==> config.mk <==
export PLATFORM = sky130hd
export DESIGN_NAME = shared_timer_arbiter
export DESIGN_NICKNAME = d
export VERILOG_FILES = /design/src/rtl/shared_timer_arbiter.sv
export SDC_FILE = /design/constraint.sdc
export NUM_CORES = 1
export LEC_CHECK = 0
export ABC_AREA = 1
export ABC_CLOCK_PERIOD_IN_PS = 2009
export BUFFER_PORTS_ARGS = -buffer_cell sky130_fd_sc_hd__buf_2
export CAP_MARGIN = 20
export CORE_MARGIN = 2
export CORE_UTILIZATION = 53
export CTS_CLUSTER_SIZE = 14
export DETAILED_ROUTE_END_ITERATION = 6
export PLACE_DENSITY = 0.86
export SETUP_SLACK_MARGIN = 0.2
export SLEW_MARGIN = 30
export SYNTH_ARGS = -nofsm -noshare
export SYNTH_HDL_FRONTEND = slang
export SYNTH_SLANG_ARGS = --single-unit
==> constraint.sdc <==
create_clock -name clock -period 2.01 [get_ports clock]
set_input_delay 0.201 -clock clock [delete_from_list [all_inputs] [get_ports clock]]
set_output_delay 0.201 -clock clock [all_outputs]
set_load 0.01 [all_outputs]
==> src/rtl/shared_timer_arbiter.sv <==
// shared_timer_arbiter: shares one prescaled countdown timer between two
// requesters. Round-robin arbitration latches the winner's unit count, a
// prescaler divides the clock into unit ticks, and the owner receives a
// one-cycle done pulse when its count reaches zero. All outputs are registered.

module shared_timer_arbiter #(
  parameter int WIDTH    = 16,
  parameter int PRESCALE = 1000,
  parameter int PW       = 10
) (
  input  logic             clock,
  input  logic             reset,
  input  logic [1:0]       req,
  input  logic [WIDTH-1:0] count0,
  input  logic [WIDTH-1:0] count1,
  input  logic [1:0]       cancel,
  output logic [1:0]       grant,
  output logic             busy,
  output logic [1:0]       done,
  output logic [WIDTH-1:0] remaining,
  output logic             unit_tick
);

  typedef enum logic [1:0] {
    IDLE = 2'b00,
    RUN  = 2'b01,
    DONE = 2'b10
  } state_t;

  localparam logic [PW-1:0]    PS_ZERO  = PW'(0);
  localparam logic [PW-1:0]    PS_ONE   = PW'(1);
  localparam logic [PW-1:0]    PS_MAX   = PW'(PRESCALE - 1);
  localparam logic [WIDTH-1:0] CNT_ZERO = WIDTH'(0);
  localparam logic [WIDTH-1:0] CNT_ONE  = WIDTH'(1);

  state_t           state_r, state_s;
  logic [1:0]       grant_r, grant_s;
  logic             busy_r, busy_s;
  logic [1:0]       done_r, done_s;
  logic [WIDTH-1:0] remaining_r, remaining_s;
  logic             unit_tick_r, unit_tick_s;
  logic [PW-1:0]    prescaler_r, prescaler_s;
  // Index of the requester served most recently; the other one wins a tie.
  logic             last_served_r, last_served_s;
  logic             winner_s;
  logic [WIDTH-1:0] won_count_s;

  // State and output registers with synchronous active-high reset.
  always_ff @(posedge clock) begin
    if (reset) begin
      state_r       <= IDLE;
      grant_r       <= 2'b00;
      busy_r        <= 1'b0;
      done_r        <= 2'b00;
      remaining_r   <= CNT_ZERO;
      unit_tick_r   <= 1'b0;
      prescaler_r   <= PS_ZERO;
      last_served_r <= 1'b1;
    end else begin
      state_r       <= state_s;
      grant_r       <= grant_s;
      busy_r        <= busy_s;
      done_r        <= done_s;
      remaining_r   <= remaining_s;
      unit_tick_r   <= unit_tick_s;
      prescaler_r   <= prescaler_s;
      last_served_r <= last_served_s;
    end
  end

  // Next-state and next-output logic: arbitration, prescaling, countdown, cancel.
  always_comb begin
    state_s       = state_r;
    grant_s       = grant_r;
    busy_s        = busy_r;
    done_s        = 2'b00;
    remaining_s   = remaining_r;
    unit_tick_s   = 1'b0;
    prescaler_s   = prescaler_r;
    last_served_s = last_served_r;
    winner_s      = 1'b0;
    won_count_s   = CNT_ZERO;

    case (state_r)
      IDLE: begin
        grant_s     = 2'b00;
        busy_s      = 1'b0;
        remaining_s = CNT_ZERO;
        prescaler_s = PS_ZERO;
        if (req != 2'b00) begin
          if (req == 2'b11) begin
            winner_s = ~last_served_r;
          end else begin
            winner_s = req[1];
          end
          won_count_s = winner_s ? count1 : count0;
          grant_s     = winner_s ? 2'b10 : 2'b01;
          busy_s      = 1'b1;
          remaining_s = won_count_s;
          if (won_count_s != CNT_ZERO) begin
            state_s = RUN;
          end else begin
            // A zero count completes immediately: done shows with the grant.
            state_s = DONE;
            done_s  = grant_s;
          end
        end else begin
          state_s = IDLE;
        end
      end

      RUN: begin
        if ((cancel & grant_r) != 2'b00) begin
          // Owner abort wins even over a coinciding final decrement.
          state_s       = IDLE;
          grant_s       = 2'b00;
          busy_s        = 1'b0;
          remaining_s   = CNT_ZERO;
          prescaler_s   = PS_ZERO;
          last_served_s = grant_r[1];
        end else if (prescaler_r == PS_MAX) begin
          prescaler_s = PS_ZERO;
          unit_tick_s = 1'b1;
          if (remaining_r != CNT_ZERO) begin
            remaining_s = remaining_r - CNT_ONE;
          end else begin
            remaining_s = CNT_ZERO;
          end
          if (remaining_r <= CNT_ONE) begin
            state_s = DONE;
            done_s  = grant_r;
          end else begin
            state_s = RUN;
          end
        end else begin
          prescaler_s = prescaler_r + PS_ONE;
        end
      end

      DONE: begin
        state_s       = IDLE;
        grant_s       = 2'b00;
        busy_s        = 1'b0;
        prescaler_s   = PS_ZERO;
        last_served_s = grant_r[1];
      end

      default: begin
        state_s     = IDLE;
        grant_s     = 2'b00;
        busy_s      = 1'b0;
        remaining_s = CNT_ZERO;
        prescaler_s = PS_ZERO;
      end
    endcase
  end

  assign grant     = grant_r;
  assign busy      = busy_r;
  assign done      = done_r;
  assign remaining = remaining_r;
  assign unit_tick = unit_tick_r;

endmodule

==> results_dict.tcl, run 1 <==
set metrics [dict create \
    finalMaxSlewViolations 0 \
    reg2reg_from "remaining[0]$_SDFFE_PP0P_" \
    routedWlPerCell_um 11.8 \
    min_period_ns 1.73 \
    status "completed" \
    switchingPower_uw 2480 \
    cts_sinks 35 \
    cts-root-buf "clkbuf_8" \
    h-tree-depth 2 \
    synthCells 375 \
    drt-initial-drc-count 178 \
    required_ns 2.23 \
    dieArea_sq_mm 0.00507 \
    synth_async_sr_flop_share_pct 0 \
    tightest_slew_ns 0.390 \
    internal_power_uw 2250 \
    drt-pass1-iter-count 5 \
    synthFlopType "dfxtp_1" \
    reg2reg_depth 10 \
    rsz0062_at_grt "true" \
    antenna_cells 0 \
    grt_pass1_wl_um 9270 \
    worstHoldStart "reset" \
    nFillCells 376 \
    ant_nets 0 \
    arrival_ns 1.95 \
    place.gp.congestion 0.867 \
    rrSetupSlack_ns 0.28 \
    synth.avg_cell_area_sq_um 6.39 \
    leakagePower_uw 0.00137 \
    pwr-share-clk_pct 10.5 \
    powerDensity_mw_per_mm2 1680 \
    route.detailed.drc 0 \
    path_class "flop to flop" \
    max-vdd-ir-drop_uv 681 \
    ys_seq_area_share_pct 29.2 \
    grt_antenna_before_repair 0 \
    worstSetupStartpoint "remaining[0]$_SDFFE_PP0P_" \
    ctsHoldBuffers 0 \
    grt_overflow 0 \
    fmax_ghz 0.578 \
    gr-usage-all-layers_pct 22.3 \
    p_sw_share_pct 52.4 \
    synth-edff-count 0 \
    finalHoldViolations 0 \
    skew_ns 0.00668 \
    vias 2555 \
    rr_endpoint "remaining[10]$_SDFFE_PP0P_" \
    fin_crit_sh_pct 86.1 \
    grt_max_degree 22 \
    synth.net_count 417 \
    clock_latency_ns 0.29 \
    drive_above_1_share_pct 26.8 \
    cts.clk_slew.worst_paths_ns 0.07 \
    tritoncts "done" \
    layout_commonest_cell "nand2_1" \
    fin_nets 478 \
    dp.cells 478 \
    rows 24 \
    die_h_um 71.2 \
    dp_hpwl_um 4360 \
    clk_path_buf_depth 2 \
    pwr-share-seq_pct 24.7 \
    cp-end-kind "flop" \
    max_slew_margin_pct 73.8 \
    mostFrequentLayoutCells "129 x nand2_1, 59 x buf_2, 39 x nor2_1" \
    port-buffer-count 59 \
    syn2layout_area_growth_pct 17.6 \
    wl_um 5780 \
    synth-seq-cells 35 \
    path_max_fanout 7 \
    final_cell_count_no_fill 489 \
    ioPinCount 60 \
    core_region_area_sq_mm 0.00435 \
    vias_per_cell 5.22 \
    synth_area_sq_mm 0.00240 \
    cts_made_buffers 5 \
    min_to "last_served_r$_SDFFE_PP1P_" \
    synth_cell_types 35 \
    setup-tns-final_ns 0 \
    initial_core_util_pct 55.0 \
    min_delay_path_depth 3 \
    die_w_um 71.2 \
    crit_path_start_kind "flop" \
    yosysWarnings 0 \
    grt_pass1_vias 2130 \
    hold_path_class "input port to flop" \
    setup-violations-final 0 \
    maxCapViolCount 0 \
    power_uw 4730 \
    combPwrFrac_pct 64.9 \
]
-- what timing repair did --
item | 4_1_cts | 5_1_grt
setup buffers | 0 | 3
gates resized for setup | 0 | 2
setup endpoints to repair | 0 | 5
-- registers in the layout, indices dropped and copies added, names as in the netlist --
register,flops
unit_tick,1
done,2
state_r,2
busy,1
prescaler_r,10
remaining,16
last_served_r,1
grant,2
-- synthesized netlist by cell type (5+ instances only) --
cell / n / area share, %
a21oi_1: 18 / 3.8
nor2_2: 6 / 1.6
nand3_1: 37 / 7.7
dfxtp_1: 35 / 29
inv_1: 24 / 3.8
nand2_1: 129 / 20
nand2_2: 16 / 4.2
a21oi_2: 10 / 3.7
nor3_1: 6 / 1.3
o21ai_0: 7 / 1.5
xnor2_1: 5 / 1.8
nor2_1: 39 / 6.1
-- power by group through the flow --
stage	sequential (uW)	clock, uW	combinational [uW]
after floorplan	1190	0	2280
after CTS	1160	503	2910
after detailed placement	1170	0	2900
after global placement	1160	0	2810
after global routing	1200	527	3410
final	1170	496	3070
-- worst max-delay path: stages (launching register included) --
cell and delay [ns]:
dfxtp_1 0.37, inv_1 0.15, ha_1 0.22, nand2_2 0.12, nor2_4 0.22, nand2_1 0.07
nand2_1 0.06, nand2_1 0.06, o21ai_1 0.17, nand2_1 0.10, a21oi_1 0.13
-- worst max-delay path by stage --
| stage | depth (start not counted) | endpoint | slack (ns) |
|---|---|---|---|
| after floorplan | 12 | remaining[2]$_SDFFE_PP0P_ | 0.53 |
| after global placement | 11 | remaining[8]$_SDFFE_PP0P_ | 0.42 |
| after detailed placement | 11 | remaining[9]$_SDFFE_PP0P_ | 0.32 |
| after CTS | 11 | remaining[9]$_SDFFE_PP0P_ | 0.30 |
| after global routing | 10 | remaining[10]$_SDFFE_PP0P_ | 0.1 |
| final | 10 | remaining[10]$_SDFFE_PP0P_ | 0.28 |
-- layout make-up --
cell class	instances	area, sq um	share of cell area (%)
flip-flops and latches	35	701	24.9
well taps	52	65.1	2.31
repair buffers	64	345	12.3
inverters	31	128	4.53
multi-input cells	299	1490	53.0
clock inverters	2	12.5	0.444
clock buffers	6	72.6	2.58
-- stage by stage --
step           util [%]  instance area [sq um]  hold slack, ns  setup WS, ns
5_1_grt            64.7                   2820           0.214        0.0954
4_1_cts            63.7                   2770           0.192         0.299
2_1_floorplan         -                   2400           0.357         0.525
6_report           64.7                   2820           0.191         0.280
3_3_place_gp       61.8                   2690           0.430         0.418
3_5_place_dp       61.8                   2690           0.435         0.324
-- cells by family after synthesis --
family                     count (synthesis)  share of synthesized area, %
and+or+nand+nor                          245                          45.9
xor gates and xnor gates                   7                          2.56
DFF                                       35                          29.2
AOI/OAI and AO/OA                         43                          11.4
buffers and inverters                     41                          8.77
adders and majority gates                  4                          2.09
-- routing by layer --
metal | up-vias | part of all wire, % | track usage (%)
met2 | 102 | 47 | 37.6
met4 | 0 | 1.2 | 6.50
met3 | 6 | 6.6 | 3.23
li1 | 1319 | - | -
met1 | 1128 | 46 | 29.6
met5 | - | 0 | 0
Power figures use the tool's default switching activity.
==> inputs of run 2 (changes only) <==
--- a/config.mk
+++ b/config.mk
@@ -5,12 +5,11 @@
 export SDC_FILE = /design/constraint.sdc
 export NUM_CORES = 1
 export LEC_CHECK = 0
-export ABC_AREA = 1
 export ABC_CLOCK_PERIOD_IN_PS = 2009
 export BUFFER_PORTS_ARGS = -buffer_cell sky130_fd_sc_hd__buf_2
 export CAP_MARGIN = 20
 export CORE_MARGIN = 2
-export CORE_UTILIZATION = 53
+export CORE_UTILIZATION = 52
 export CTS_CLUSTER_SIZE = 14
 export DETAILED_ROUTE_END_ITERATION = 6
 export PLACE_DENSITY = 0.86
==> results_dict.tcl, run 2 <==
set metrics [dict create \
    cts_sinks 35 \
    dp_hpwl_um 4740 \
    routedWlPerCell_um 18.3 \
    wl_um 7310 \
    synth_most_common_cell "dfxtp_1" \
    synthFlopType "dfxtp_1" \
    initial_core_util_pct 55.1 \
    synth_common_cells "35 x dfxtp_1, 31 x nand2_1, 28 x nor2_1" \
    hold_path_class "input port to flop" \
    cpPeakStageDelay_ns 0.56 \
    setup-tns-final_ns -0.300 \
    layout_commonest_cell "buf_2" \
    cts_made_buffers 5 \
    maxCapViolCount 0 \
    path_max_fanout 4 \
    synth_async_sr_flop_share_pct 0 \
    cp_common_cell "buf_4" \
    mostFrequentLayoutCells "60 x buf_2, 32 x buf_4, 28 x nand2_1" \
    h-tree-depth 2 \
    vias 2548 \
    crit_path_start_kind "flop" \
    fmax_ghz 0.484 \
    drt-pass1-iter-count 5 \
    fin_crit_sh_pct 103 \
    gr-usage-all-layers_pct 32.4 \
    powerDensity_mw_per_mm2 1660 \
    clock_latency_ns 0.30 \
    crit_slowest_cell "or4_4" \
    rows 22 \
    yosysTopAreaCell "dfxtp_1" \
    tightest_slew_ns 0.544 \
    nFillCells 238 \
    yosys.area.top_type_share_pct 33.9 \
    required_ns 2.19 \
    synth.avg_cell_area_sq_um 7.91 \
    path_cells "or4_4 > nor4_4 > buf_4 > o211ai_1 > buf_4 > a21oi_2 > o21ai_1" \
    setup_ws_ns -0.0546 \
    die_w_um 67.0 \
    dieArea_sq_mm 0.00449 \
    ys_seq_area_share_pct 33.9 \
    synthCells 261 \
    drt-initial-drc-count 349 \
    largest_reg_flops 16 \
    grt_pass1_vias 2283 \
    grt_antenna_before_repair 0 \
    grt_overflow 0 \
    max_slew_margin_pct 63.7 \
    ant_nets 0 \
    power_uw 4800 \
    cts-root-buf "clkbuf_8" \
    status "finished, violations left" \
    route.detailed.drc 0 \
    ctsHoldBuffers 0 \
    synthTopCellsByArea "dfxtp_1 34%, nand2_1 5.6%, mux2i_1 5.3%" \
    finalMaxSlewViolations 0 \
    synth.net_count 303 \
    ioPinCount 60 \
    die_h_um 67.0 \
    max-vdd-ir-drop_uv 744 \
    port-buffer-count 59 \
    place.gp.congestion 0.999 \
    finalHoldViolations 0 \
    core_region_area_sq_mm 0.00374 \
    tritoncts "done" \
    holdWs_ns 0.229 \
    min_period_ns 2.06 \
    violations "setup timing" \
    leakagePower_uw 0.00128 \
    rsz0062_at_grt "true" \
    setup-violations-final 12 \
    path_class "flop to flop" \
    synth-edff-count 0 \
    synth_cell_types 45 \
    syn2layout_area_growth_pct 39.8 \
    grt_pass1_wl_um 10800 \
    clk_path_buf_depth 2 \
    grt_max_degree 20 \
    skew_ns 0.00920 \
    fin_nets 392 \
    yosysWarnings 0 \
    synth_area_sq_mm 0.00206 \
    cts.clk_slew.worst_paths_ns 0.08 \
    vias_per_cell 6.39 \
    synth-seq-cells 35 \
    antenna_cells 0 \
    multiInputGateArea_sq_mm 0.00142 \
    cp-end-kind "flop" \
    regArea_sq_um 712 \
    drive_above_1_share_pct 41.0 \
    arrival_ns 2.24 \
]
## run 2: area by class of cell
type / count / area share [%]
clock buffers: 6 / 2.86
clock inverters: 2 / 0.564
inverters: 5 / 0.650
multi-input cells: 208 / 49.3
flip-flops and latches: 35 / 24.7
well taps: 48 / 2.08
repair buffers: 95 / 19.9
## run 2: worst paths after layout
path / to / start / slack (ns) / cells past startpoint
min reg2reg: prescaler_r[0]$_SDFF_PP0_ / prescaler_r[0]$_SDFF_PP0_ / 0.42 / 1
max reg2reg: state_r[0]$_SDFFE_PP0P_ / remaining[4]$_SDFFE_PP0P_ / -0.05 / 7
max: state_r[0]$_SDFFE_PP0P_ / remaining[4]$_SDFFE_PP0P_ / -0.05 / 7
min: grant[0]$_SDFFE_PP0P_ / reset / 0.23 / 2
## run 2: kinds of logic (layout without fill, tap and decap cells)
| kind of cell | count (synthesis) | in the layout | share of synthesized area (%) |
|---|---|---|---|
| XOR/XNOR | 10 | 10 | 4.24 |
| AND/OR/NAND/NOR | 113 | 113 | 28.0 |
| AO/OA/AOI/OAI | 70 | 70 | 21.2 |
| buffers and inverters | 18 | 108 | 4.85 |
| flip-flops | 35 | 35 | 33.9 |
| multiplexers | 11 | 11 | 5.33 |
| adder cells (fa/ha/maj) | 4 | 4 | 2.42 |
## run 2: metrics by stage
stage | cells | util, % | area, sq um | worst slack [ns]
after global placement | 385 | 69.0 | 2580 | 0.0335
after global routing | 399 | 77.1 | 2890 | -0.116
after CTS | 396 | 75.6 | 2830 | 0.0811
after floorplan | 261 | - | 2080 | -0.00874
final | 399 | 77.1 | 2890 | -0.0546
after detailed placement | 385 | 69.0 | 2580 | -0.115
## run 2: what timing repair did
item | CTS | global route
cloned | 1 | 0
endpoints found under the setup margin | 20 | 20
gates resized for setup | 34 | 13
pin swaps | 21 | 10
buffers inserted | 2 | 3
## run 2: worst max-delay path, delay by kind of cell (launching register included)
kind            cells  cell delay, ns
flops               1            0.34
simple gates        2            0.85
buf+inv             2            0.41
compound gates      3            0.35
## run 2: report_power, final
part | switching [uW] | internal (uW)
registers | 173 | 872
clock network | 282 | 280
logic | 1810 | 1390
## run 2: layer usage
layer / global-route usage [%] / vias to the layer above / share of wire (%)
li1: - / 1132 / -
met1: 40.0 / 1171 / 37
met2: 50.5 / 198 / 45
met3: 8.28 / 47 / 13
met4: 18.9 / 0 / 5.3
met5: 0 / - / 0
